===== src/rtl/palette_rgb_if.sv =====
// palette_rgb_if -- pixel and palette-write bundle for palette_rgb.
//   color_i/valid_i/blank_i/mode_i : incoming pixel (index, qualifier, blanking, lookup mode)
//   wr_en_i/wr_addr_i/wr_data_i    : palette write port, data packed {red,green,blue}
//   red_o/green_o/blue_o/valid_o   : outgoing pixel, two cycles after the input
//   busy_o                         : high while the palette is being initialised
// Signal suffixes are as seen from the palette_rgb block (slave modport).
interface palette_rgb_if #(
  parameter int IDX_W = 4,
  parameter int R_W   = 5,
  parameter int G_W   = 6,
  parameter int B_W   = 5
);
  localparam int PIX_W = R_W + G_W + B_W;

  logic [IDX_W-1:0] color_i;
  logic             valid_i;
  logic             blank_i;
  logic             mode_i;
  logic             wr_en_i;
  logic [IDX_W-1:0] wr_addr_i;
  logic [PIX_W-1:0] wr_data_i;
  logic [R_W-1:0]   red_o;
  logic [G_W-1:0]   green_o;
  logic [B_W-1:0]   blue_o;
  logic             valid_o;
  logic             busy_o;

  modport master (
    output color_i, valid_i, blank_i, mode_i, wr_en_i, wr_addr_i, wr_data_i,
    input  red_o, green_o, blue_o, valid_o, busy_o
  );

  modport slave (
    input  color_i, valid_i, blank_i, mode_i, wr_en_i, wr_addr_i, wr_data_i,
    output red_o, green_o, blue_o, valid_o, busy_o
  );
endinterface


===== src/rtl/palette_rgb.sv =====
// palette_rgb -- colour index to RGB converter, two-cycle pipeline.
//   clk_i : clock, all logic on rising edge
//   rst_i : synchronous active-high reset; restarts palette initialisation
//   bus   : palette_rgb_if.slave (pixel in, palette write, pixel out, busy)
// Mode 0 expands the index as RGBI; mode 1 looks the index up in a palette RAM.
// After reset the palette is loaded with the RGBI expansion of every index,
// one entry per cycle, while busy_o is high; pixels keep flowing meanwhile
// and are treated as mode 0.
module palette_rgb #(
  parameter int IDX_W = 4,
  parameter int R_W   = 5,
  parameter int G_W   = 6,
  parameter int B_W   = 5
) (
  input  logic          clk_i,
  input  logic          rst_i,
  palette_rgb_if.slave  bus
);
  localparam int PIX_W = R_W + G_W + B_W;
  localparam int DEPTH = 1 << IDX_W;

  typedef enum logic {INIT, RUN} state_t;

  state_t           state_q, state_d;
  logic [IDX_W-1:0] k_q, k_d;
  logic             busy;

  logic [PIX_W-1:0] init_pix;   // RGBI expansion of k_q
  logic [PIX_W-1:0] fix_pix;    // RGBI expansion of the stage-1 index

  logic             mem_we;
  logic [IDX_W-1:0] mem_waddr;
  logic [PIX_W-1:0] mem_wdata;
  logic [PIX_W-1:0] mem [DEPTH];
  logic [PIX_W-1:0] rd_q;

  logic             s1_valid_q, s1_blank_q, s1_mode_q;
  logic [IDX_W-1:0] s1_idx_q;

  logic [PIX_W-1:0] pix_q, pix_d;
  logic             valid_o_q;

  // ---------------- init FSM ----------------
  always_comb begin
    state_d = state_q;
    k_d     = k_q;
    if (state_q == INIT) begin
      k_d = k_q + 1'b1;
      if (k_q == {IDX_W{1'b1}}) state_d = RUN;
    end
  end

  always_ff @(posedge clk_i) begin
    if (rst_i) begin
      state_q <= INIT;
      k_q     <= '0;
    end else begin
      state_q <= state_d;
      k_q     <= k_d;
    end
  end

  assign busy = (state_q == INIT);

  // ---------------- RGBI expansion ----------------
  // Each channel is MSB-first alternating {c, I, c, I, ...}.
  for (genvar gi = 0; gi < R_W; gi++) begin : g_red
    assign init_pix[PIX_W-1-gi] = (gi % 2 == 0) ? k_q[2]      : k_q[3];
    assign fix_pix[PIX_W-1-gi]  = (gi % 2 == 0) ? s1_idx_q[2] : s1_idx_q[3];
  end
  for (genvar gi = 0; gi < G_W; gi++) begin : g_green
    assign init_pix[G_W+B_W-1-gi] = (gi % 2 == 0) ? k_q[1]      : k_q[3];
    assign fix_pix[G_W+B_W-1-gi]  = (gi % 2 == 0) ? s1_idx_q[1] : s1_idx_q[3];
  end
  for (genvar gi = 0; gi < B_W; gi++) begin : g_blue
    assign init_pix[B_W-1-gi] = (gi % 2 == 0) ? k_q[0]      : k_q[3];
    assign fix_pix[B_W-1-gi]  = (gi % 2 == 0) ? s1_idx_q[0] : s1_idx_q[3];
  end

  // ---------------- palette RAM ----------------
  // The single write port is owned by the init sequencer while busy; user
  // writes are dropped then. Nothing is written while reset is asserted.
  assign mem_we    = !rst_i && (busy || bus.wr_en_i);
  assign mem_waddr = busy ? k_q      : bus.wr_addr_i;
  assign mem_wdata = busy ? init_pix : bus.wr_data_i;

  always_ff @(posedge clk_i) begin
    if (mem_we) mem[mem_waddr] <= mem_wdata;
  end

  // Registered read with write-first bypass on an address collision.
  always_ff @(posedge clk_i) begin
    if (mem_we && (mem_waddr == bus.color_i)) rd_q <= mem_wdata;
    else                                      rd_q <= mem[bus.color_i];
  end

  // ---------------- stage 1 ----------------
  always_ff @(posedge clk_i) begin
    if (rst_i) begin
      s1_valid_q <= 1'b0;
      s1_blank_q <= 1'b0;
      s1_mode_q  <= 1'b0;
      s1_idx_q   <= '0;
    end else begin
      s1_valid_q <= bus.valid_i;
      s1_blank_q <= bus.blank_i;
      s1_mode_q  <= bus.mode_i & ~busy;   // palette not usable until loaded
      s1_idx_q   <= bus.color_i;
    end
  end

  // ---------------- stage 2 ----------------
  always_comb begin
    pix_d = pix_q;
    if (s1_valid_q) begin
      if (s1_blank_q)     pix_d = '0;
      else if (s1_mode_q) pix_d = rd_q;
      else                pix_d = fix_pix;
    end
  end

  always_ff @(posedge clk_i) begin
    if (rst_i) begin
      pix_q     <= '0;
      valid_o_q <= 1'b0;
    end else begin
      pix_q     <= pix_d;
      valid_o_q <= s1_valid_q;
    end
  end

  assign bus.red_o   = pix_q[PIX_W-1 -: R_W];
  assign bus.green_o = pix_q[G_W+B_W-1 -: G_W];
  assign bus.blue_o  = pix_q[B_W-1:0];
  assign bus.valid_o = valid_o_q;
  assign bus.busy_o  = busy;
endmodule


===== src/flat_wrapper.sv =====
// flat-port wrapper written by rule: the top's interface ports become plain ports
module palette_rgb_flat 
#(
  parameter int IDX_W = 4,
  parameter int R_W   = 5,
  parameter int G_W   = 6,
  parameter int B_W   = 5
)
  (clk_i, rst_i, bus_color_i, bus_valid_i, bus_blank_i, bus_mode_i, bus_wr_en_i, bus_wr_addr_i, bus_wr_data_i, bus_red_o, bus_green_o, bus_blue_o, bus_valid_o, bus_busy_o);
  palette_rgb_if #(.IDX_W(IDX_W), .R_W(R_W), .G_W(G_W), .B_W(B_W)) bus_i ();
  input  logic clk_i;
  input  logic rst_i;
  input wire logic [$bits(bus_i.color_i)-1:0] bus_color_i;
  input wire logic [$bits(bus_i.valid_i)-1:0] bus_valid_i;
  input wire logic [$bits(bus_i.blank_i)-1:0] bus_blank_i;
  input wire logic [$bits(bus_i.mode_i)-1:0] bus_mode_i;
  input wire logic [$bits(bus_i.wr_en_i)-1:0] bus_wr_en_i;
  input wire logic [$bits(bus_i.wr_addr_i)-1:0] bus_wr_addr_i;
  input wire logic [$bits(bus_i.wr_data_i)-1:0] bus_wr_data_i;
  output wire logic [$bits(bus_i.red_o)-1:0] bus_red_o;
  output wire logic [$bits(bus_i.green_o)-1:0] bus_green_o;
  output wire logic [$bits(bus_i.blue_o)-1:0] bus_blue_o;
  output wire logic [$bits(bus_i.valid_o)-1:0] bus_valid_o;
  output wire logic [$bits(bus_i.busy_o)-1:0] bus_busy_o;
  assign bus_i.color_i = bus_color_i;
  assign bus_i.valid_i = bus_valid_i;
  assign bus_i.blank_i = bus_blank_i;
  assign bus_i.mode_i = bus_mode_i;
  assign bus_i.wr_en_i = bus_wr_en_i;
  assign bus_i.wr_addr_i = bus_wr_addr_i;
  assign bus_i.wr_data_i = bus_wr_data_i;
  assign bus_red_o = bus_i.red_o;
  assign bus_green_o = bus_i.green_o;
  assign bus_blue_o = bus_i.blue_o;
  assign bus_valid_o = bus_i.valid_o;
  assign bus_busy_o = bus_i.busy_o;
  palette_rgb #(.IDX_W(IDX_W), .R_W(R_W), .G_W(G_W), .B_W(B_W)) u_core (.clk_i(clk_i), .rst_i(rst_i), .bus(bus_i));
endmodule

===== config.mk =====
export PLATFORM = sky130hd
export DESIGN_NAME = palette_rgb_flat
export DESIGN_NICKNAME = d
export VERILOG_FILES = /design/src/rtl/palette_rgb_if.sv /design/src/rtl/palette_rgb.sv /design/src/flat_wrapper.sv
export SDC_FILE = /design/constraint.sdc
export NUM_CORES = 1
export LEC_CHECK = 0
export ABC_AREA = 0
export BUFFER_PORTS_ARGS = -buffer_cell sky130_fd_sc_hd__buf_2
export CAP_MARGIN = 30
export CORE_AREA = 2 2 147 149
export DETAILED_ROUTE_END_ITERATION = 7
export DIE_AREA = 0 0 149 151
export PLACE_DENSITY = 0.72
export SLEW_MARGIN = 10
export SYNTH_ARGS = -nofsm -noshare
export SYNTH_HDL_FRONTEND = slang
export SYNTH_SLANG_ARGS = --single-unit

===== constraint.sdc =====
create_clock -name clk_i -period 3.02 [get_ports clk_i]
set_input_delay 0.302 -clock clk_i [delete_from_list [all_inputs] [get_ports clk_i]]
set_output_delay 0.302 -clock clk_i [all_outputs]
set_load 0.05 [all_outputs]

==> impl_metrics.tcl, run 1 <==
set metrics [dict create \
    vias_per_cell 6.076 \
    syn_inst 654 \
    initial_utilization_pct 54.46 \
    path_class "reg2reg" \
    slew_violations 0 \
    drive_gt1_share_pct 23.06 \
    synthArstFlopShare_pct 0 \
    ys.flop_type "edfxtp_1" \
    nNetsFinal 768 \
    area_delta_synth_final_pct 16.04 \
    overflow 0 \
    r2r_slack_ps 820 \
    layout.cells.non_filler 1034 \
    ys_ff_latch 289 \
    power_density_nw_per_um2 667.7 \
    fin_crit_sh_pct 72.82 \
    hold_class "in2reg" \
    maxCapViolCount 0 \
    required_ps 3370 \
    dp_hpwl_um 15240 \
    synth_nets 685 \
    irDropWorstVdd_mv 0.3854 \
    ys_types 39 \
    chipHeight_um 151 \
    syn_area_um2 11340 \
    cts_buffer_depth 3 \
    antenna_found_initial 0 \
    rsz0062_at_grt "false" \
    yosysWarnings 0 \
    start_kind "flip-flop" \
    ant_nets 0 \
    first_pass_iters 5 \
    p_leak_nw 4.670 \
    finalHoldViolations 0 \
    yosysSeqAreaShare_pct 73.62 \
    setup_violations 0 \
    place_inst 975 \
    dieArea_um2 22500 \
    cts.clk_slew.worst_paths_ps 60 \
    p_total_mw 8.786 \
    stdcell_area_um2 13160 \
    drcViolationCount 0 \
    cts_sinks 289 \
    syn_area_per_cell_um2 17.34 \
    cp_data_arrival_time_ps 2550 \
    fin_crit_ps 2199 \
    cts_tree "yes" \
    cp_max_fo 30 \
    hold_ws_ps 34.18 \
    fp-row-count 53 \
    slew_headroom_pct 33.70 \
    grt_start_max_net_pins 33 \
    grt_use_total_pct 23.61 \
    final_common_cell "edfxtp_1" \
    clk_latency_ps 540 \
    diodes 0 \
    layout_common_cells "edfxtp_1 (256), mux2i_1 (71), nand2_1 (66)" \
    core_area_um2 20820 \
    clockRootBuffer "clkbuf_16" \
    endpoint_kind "flip-flop" \
    drt_iter0_drc 740 \
    status "completed" \
    grt_pass1_wl_um 38240 \
    clock_skew_ps 11.84 \
    synth_edf_count 256 \
    htree_levels 1 \
    routabilityCongestion 0.8241 \
    post_cts_buffers 0 \
    worst_pin_slew_ps 984.1 \
    place_area_um2 12040 \
    wire_per_inst_um 25.03 \
    cts_made_buffers 28 \
    ioPinCount 48 \
    vias 6283 \
    port-buffer-count 47 \
    routed_wl_um 25880 \
    die_x_um 149 \
    fmax_mhz 454.7 \
    tns_ps 0 \
    grt_pass1_vias 6396 \
]
-- power breakdown --
part / internal, mW / switching, mW
sequential: 4.42 / 0.0327
combinational: 0.167 / 0.279
clock: 2.45 / 1.44
total: 7.04 / 1.75
-- area by class of cell --
cell class	instances	area, µm²
flip-flops and latches	289	8353
clock inverters	20	304.0
fillers	1452	7664
inverters	6	22.52
well taps	275	344.1
clock buffers	32	747.0
multi-input cells	322	2774
repair buffers	90	614.3
-- Yosys cell counts (2+ instances only) --
cell type | count | area share, %
buf_1 | 2 | 0.066
edfxtp_1 | 256 | 68
mux2i_1 | 71 | 6.3
inv_1 | 6 | 0.20
nor2b_1 | 10 | 0.55
clkbuf_1 | 17 | 0.56
nand2_1 | 66 | 2.2
or2_2 | 6 | 0.33
nor2_1 | 24 | 0.79
a211oi_1 | 7 | 0.46
mux4_1 | 9 | 2.1
o21ai_0 | 7 | 0.31
nand3_1 | 2 | 0.088
a21oi_1 | 7 | 0.31
buf_2 | 11 | 0.49
a41oi_1 | 6 | 0.46
buf_6 | 3 | 0.30
dfxtp_1 | 33 | 5.8
mux2_2 | 10 | 0.99
buf_4 | 3 | 0.20
nand2b_1 | 15 | 0.83
a221oi_1 | 26 | 2.0
nor3_1 | 4 | 0.18
mux4_2 | 23 | 4.6
a22oi_1 | 16 | 1.1
-- worst max-delay path, stage by stage, from the launching register on --
cell	delay, ps
dfxtp_4	680
buf_12	280
mux4_2	330
mux2_2	290
a221oi_1	280
a211oi_1	110
-- through the flow --
stage	setup WS [ps]	utilization, %
2_1_floorplan	761.2	-
3_3_place_gp	928.3	57.77
3_5_place_dp	844.4	57.81
4_1_cts	800.2	63.14
5_1_grt	751.0	63.20
6_report	820.7	63.20
-- metal layers --
layer  GRT usage [%]  share of wire, %  routed length (µm)
met1           33.68                42               10850
met2           37.65                47               12200
met3           3.645               8.1                2094
met4           8.286               2.8                 735
met5               0                 0                   0
-- kinds of logic (layout without fill, tap and decap cells) --
group                      after synthesis  count (layout)  share of synthesized area [%]
and+or+nand+nor                        132             132                          5.274
adders and majority gates                1               1                         0.1103
muxes                                  113             113                          13.91
AOI/OAI and AO/OA                       74              74                          4.943
xor gates and xnor gates                 2               2                         0.1545
buffers and inverters                   43             148                          1.986
DFF                                    289             289                          73.62
-- registers in the layout, indices dropped and copies added (netlist names), named ones only --
register            count
u_core.s1_blank_q       1
u_core.s1_valid_q       1
u_core.pix_q           16
u_core.s1_mode_q        1
u_core.mem            256
u_core.s1_idx_q         4
u_core.bus.valid_o      1
u_core.state_q          1
u_core.k_q              4
-- worst paths after layout --
path	endpoint	from	depth (start not counted)
setup / recovery	u_core.pix_q[15]	flip-flop	5
hold reg to reg	u_core.pix_q[5]	u_core.pix_q[5]	2
setup reg to reg	u_core.pix_q[15]	flip-flop	5
hold / removal	u_core.s1_mode_q	bus_mode_i	2
-- what timing repair did --
action,in CTS,in global routing
endpoints found under the hold margin,10,0
endpoints found under the setup margin,0,0
hold buffers,6,0
resized for setup,0,0
(Power assumes the default switching activity.)
==> inputs of run 2 (changes only) <==
--- a/config.mk
+++ b/config.mk
@@ -11,7 +11,7 @@
 export CORE_AREA = 2 2 147 149
 export DETAILED_ROUTE_END_ITERATION = 7
 export DIE_AREA = 0 0 149 151
-export PLACE_DENSITY = 0.72
+export PLACE_DENSITY = 0.74
 export SLEW_MARGIN = 10
 export SYNTH_ARGS = -nofsm -noshare
 export SYNTH_HDL_FRONTEND = slang
==> constraint.sdc (replaced) <==
create_clock -name clk_i -period 1.8 [get_ports clk_i]
set_input_delay 0.18 -clock clk_i [delete_from_list [all_inputs] [get_ports clk_i]]
set_output_delay 0.18 -clock clk_i [all_outputs]
set_load 0.05 [all_outputs]
==> impl_metrics.tcl, run 2 (synthesis gave the netlist of run 1 again) <==
set metrics [dict create \
    status "complete, but fails checks" \
    violations "negative setup slack" \
    cp_max_fo 10 \
    cts_sinks 289 \
    place_area_um2 12740 \
    fmax_mhz 540.3 \
    core_area_um2 20820 \
    layout_common_cells "edfxtp_1 (256), mux2i_1 (71), buf_4 (63)" \
    rsz0062_at_grt "true" \
    clock_skew_ps 9.006 \
    final_common_cell "edfxtp_1" \
    cts_buffer_depth 3 \
    power_density_nw_per_um2 1037 \
    p_int_mw 11.59 \
    largest_reg_flops 256 \
    slew_violations 0 \
    min_from "bus_wr_data_i[0]" \
    cts_made_buffers 28 \
    p_leak_nw 5.072 \
    overflow 0 \
    fin_util_pct 67.90 \
    fin_crit_sh_pct 102.8 \
    irDropWorstVdd_mv 0.7789 \
    finalHoldViolations 0 \
    wire_per_inst_um 26.22 \
    start_kind "flip-flop" \
    cts.clk_slew.worst_paths_ps 70 \
    dieArea_um2 22500 \
    grt_start_max_net_pins 33 \
    clockPowerShare_pct 42.8 \
    grt_use_total_pct 25.72 \
    nNetsFinal 827 \
    path_delay_family "multiplexers" \
    drive_gt1_share_pct 33.13 \
    ioPinCount 48 \
    drcViolationCount 0 \
    fin_crit_ps 1851 \
    regMostFlops "u_core.mem" \
    power_frac_seq_pct 50.9 \
    fp-row-count 53 \
    slew_headroom_pct 56.29 \
    rr_worst_depth 5 \
    initial_utilization_pct 54.46 \
    htree_levels 1 \
    path_class "reg2reg" \
    grt_pass1_vias 6790 \
    vias 6724 \
    port-buffer-count 47 \
    top_regs "u_core.mem: 256 flops, u_core.pix_q: 16 flops" \
    cp_data_arrival_time_ps 2250 \
    clk_latency_ps 540 \
    crit_cells 5 \
    cts_tree "yes" \
    antenna_found_initial 0 \
    crit_chain "buf_12 > mux4_2 > mux2_2 > a221oi_2 > nor3_1" \
    routed_wl_um 28650 \
    swShare_pct 21.00 \
    area_delta_synth_final_pct 24.68 \
    fin_ws_ps -50.73 \
    drt_iter0_drc 831 \
    chipHeight_um 151 \
    diodes 0 \
    crit_slowest_cell "mux4_2" \
    grt_pass1_wl_um 41830 \
    vias_per_cell 6.152 \
    cp.buffers_inverters 1 \
    dp_hpwl_um 17290 \
    maxCapViolCount 0 \
    ant_nets 0 \
    stdcell_area_um2 14140 \
    setup_violations 3 \
    p_comb_share_pct 6.4 \
    routabilityCongestion 0.8535 \
    die_x_um 149 \
    clockRootBuffer "clkbuf_16" \
    worst_pin_slew_ps 651.3 \
    first_pass_iters 7 \
    endpoint_kind "flip-flop" \
    holdPathStages 3 \
    p_sw_mw 3.080 \
    pre_cts_slack_ps -106.1 \
    max_stage_delay_ps 500 \
    required_ps 2200 \
    hold_class "in2reg" \
]
run 2: cell types whose count changed in the layout (fill, tap and decap cells not counted), sizes merged:
cell,before,now
inv,6,5
clkinvlp,3,2
clkinv,9,14
bufinv,8,6
dlygate4sd3,6,8
buf,84,139
clkbuf,32,33
run 2: stage by stage:
step,TNS [ps],power [mW],hold slack [ps],std cells
floorplan,-1540,8.109,207.7,654
global placement,-257.2,8.429,308.6,1018
detailed placement,-622.0,8.466,310.2,1018
CTS,-294.6,14.68,293.2,1083
global route,-729.2,15.04,207.6,1093
finish,-123.0,14.67,183.8,1093
run 2: final cells by class:
type,count,area (µm²)
well taps,275,344.1
repair buffers,149,1400
clock inverters,21,267.8
multi-input cells,322,3008
fillers,1335,6684
clock buffers,31,732.0
inverters,6,26.28
flip-flops and latches,289,8361
run 2: repair_timing:
action                                  CTS  global route
pin swaps                                 1             5
buffers inserted                          4             8
gates resized for setup                  13            23
endpoints found under the setup margin   50           245
hold buffers                              8             0
endpoints found under the hold margin    11             0
cloned                                    1             2
run 2: metal layers:
layer,wire length (µm),track usage [%],vias to the layer above
met5,0,0,-
met4,959,8.952,0
met3,2475,5.633,70
met2,14140,41.80,398
met1,11080,34.84,3376
li1,-,-,2880
run 2: power by group through the flow:
stage               logic [mW]  registers, mW  clock network, mW
floorplan                0.493           7.62                  0
global placement         0.833           7.60                  0
detailed placement       0.862           7.60                  0
CTS                      0.889           7.46               6.33
global route             0.987           7.46               6.59
finish                   0.936           7.46               6.27
run 2: worst paths after layout:
kind                      end  slack, ps
max          u_core.pix_q[10]        -50
min          u_core.mem[1][0]        180
max reg2reg  u_core.pix_q[10]        -50
min reg2reg    u_core.state_q        510
run 2: tightest hold or removal path: stages:
cell and delay, ps:
buf_2 70, nand2_1 60, nand2_2 240
==> inputs of run 3 (changes only) <==
--- a/config.mk
+++ b/config.mk
@@ -8,9 +8,9 @@
 export ABC_AREA = 0
 export BUFFER_PORTS_ARGS = -buffer_cell sky130_fd_sc_hd__buf_2
 export CAP_MARGIN = 30
-export CORE_AREA = 2 2 147 149
+export CORE_AREA = 2 2 132 166
 export DETAILED_ROUTE_END_ITERATION = 7
-export DIE_AREA = 0 0 149 151
+export DIE_AREA = 0 0 134 168
 export PLACE_DENSITY = 0.74
 export SLEW_MARGIN = 10
 export SYNTH_ARGS = -nofsm -noshare
==> impl_metrics.tcl, run 3 (synthesis gave the netlist of run 1 again) <==
set metrics [dict create \
    status "complete, but fails checks" \
    violations "negative setup slack" \
    cts_tree "yes" \
    clk_latency_ps 530 \
    cp_max_fo 12 \
    setup_violations 7 \
    place_area_um2 12690 \
    cts_made_buffers 27 \
    die_x_um 134 \
    fp-row-count 60 \
    fin_util_pct 64.68 \
    clock_skew_ps 8.255 \
    crit_slowest_cell "mux4_2" \
    irDropWorstVdd_mv 0.7368 \
    slew_headroom_pct 58.80 \
    diodes 0 \
    fmax_mhz 543.9 \
    stdcell_area_um2 13640 \
    layout_common_cells "edfxtp_1 (256), mux2i_1 (71), nand2_1 (65)" \
    grt_start_max_net_pins 37 \
    cp_data_arrival_time_ps 2230 \
    grt_pass1_vias 6637 \
    dp_hpwl_um 16280 \
    rsz0062_at_grt "true" \
    tns_ps -113.3 \
    ioPinCount 48 \
    regMostFlops "u_core.mem" \
    fin_crit_sh_pct 102.1 \
    maxCapViolCount 0 \
    routabilityCongestion 0.8364 \
    initial_utilization_pct 53.75 \
    port-buffer-count 47 \
    grt_pass1_wl_um 40000 \
    slew_violations 0 \
    fin_crit_ps 1839 \
    antenna_found_initial 0 \
    p_total_mw 13.62 \
    ant_nets 0 \
    cts_buffer_depth 3 \
    p_comb_share_pct 6.5 \
    hold_class "in2reg" \
    fin_ws_ps -38.55 \
    post_cts_buffers 0 \
    area_delta_synth_final_pct 20.32 \
    nNetsFinal 798 \
    drcViolationCount 0 \
    htree_levels 1 \
    p_int_mw 10.65 \
    vias 6445 \
    pre_cts_slack_ps -103.6 \
    first_pass_iters 6 \
    clockRootBuffer "clkbuf_16" \
    p_sw_mw 2.976 \
    vias_per_cell 6.046 \
    largest_reg_flops 256 \
    top_regs "u_core.mem: 256 flops, u_core.pix_q: 16 flops" \
    required_ps 2190 \
    dieArea_um2 22510 \
    clockPowerShare_pct 38.8 \
    cts.clk_slew.worst_paths_ps 70 \
    wire_per_inst_um 25.28 \
    drive_gt1_share_pct 28.97 \
    drt_iter0_drc 744 \
    max_stage_delay_ps 500 \
    crit_chain "buf_12 > mux4_2 > mux2_2 > a221oi_2 > a211oi_1" \
    p_leak_nw 4.804 \
    final_common_cell "edfxtp_1" \
    core_area_um2 21100 \
    chipHeight_um 168 \
    grt_use_total_pct 24.26 \
    min_from "rst_i" \
    power_density_nw_per_um2 998.4 \
    worst_pin_slew_ps 611.5 \
    cts_sinks 289 \
    power_frac_seq_pct 54.8 \
    routed_wl_um 26950 \
    finalHoldViolations 0 \
    swShare_pct 21.85 \
    overflow 0 \
    endpoint_kind "flip-flop" \
    path_class "reg2reg" \
    start_kind "flip-flop" \
]
==> run 3: changes by cell type in the layout (fill, tap and decap cells not counted), sizes merged <==
| cell | before | now |
|---|---|---|
| buf | 139 | 114 |
| bufinv | 6 | 1 |
| clkbuf | 33 | 28 |
| clkinv | 14 | 15 |
| clkinvlp | 2 | 5 |
| dlygate4sd3 | 8 | 7 |
| inv | 5 | 6 |
==> run 3: metal layers <==
layer | share of wire, % | wire (µm) | up-vias | track usage [%]
met5 | 0 | 0 | - | 0
met4 | 3.7 | 991 | 0 | 9.713
met3 | 7.5 | 2021 | 69 | 3.192
met2 | 50 | 13430 | 332 | 40.40
met1 | 39 | 10510 | 3243 | 32.69
li1 | - | - | 2801 | -
==> run 3: layout make-up <==
type / instances / area [µm²]
sequential: 289 / 8359
fill: 1379 / 7451
multi-input combinational: 322 / 2974
timing repair buffer: 121 / 1121
clock buffer: 28 / 679.4
tap: 279 / 349.1
clock inverter: 21 / 135.1
inverter: 6 / 26.28
==> run 3: metrics by stage <==
stage,hold slack (ps),std cells
floorplan,207.7,654
global placement,309.0,1010
detailed placement,317.6,1010
CTS,178.6,1066
global route,211.5,1066
finish,202.3,1066
==> run 3: worst paths after layout <==
path / cells after the start / to / slack (ps)
hold reg to reg: 2 / u_core.pix_q[3] / 530
setup reg to reg: 5 / u_core.pix_q[4] / -40
setup / recovery: 5 / u_core.pix_q[4] / -40
hold / removal: 3 / u_core.k_q[1] / 200
==> run 3: power groups by stage <==
stage / Sequential (mW) / Combinational, mW / Clock, mW
after floorplan: 7.62 / 0.493 / 0
after global placement: 7.60 / 0.819 / 0
after detailed placement: 7.60 / 0.844 / 0
after CTS: 7.46 / 0.872 / 5.33
after global routing: 7.46 / 0.936 / 5.57
final: 7.46 / 0.883 / 5.28
==> run 3: repair_timing <==
action,CTS,global route
pin swaps,0,0
setup endpoints to repair,11,190
hold buffers,7,0
endpoints found under the hold margin,11,0
gates cloned,0,0
resized for setup,10,8
==> run 3: critical path: cells and delay by family, from the launching register on <==
kind	cells	cell delay [ps]
multiplexers	2	800
AO/OA/AOI/OAI	2	360
flip-flops	1	390
buffers and inverters	1	160
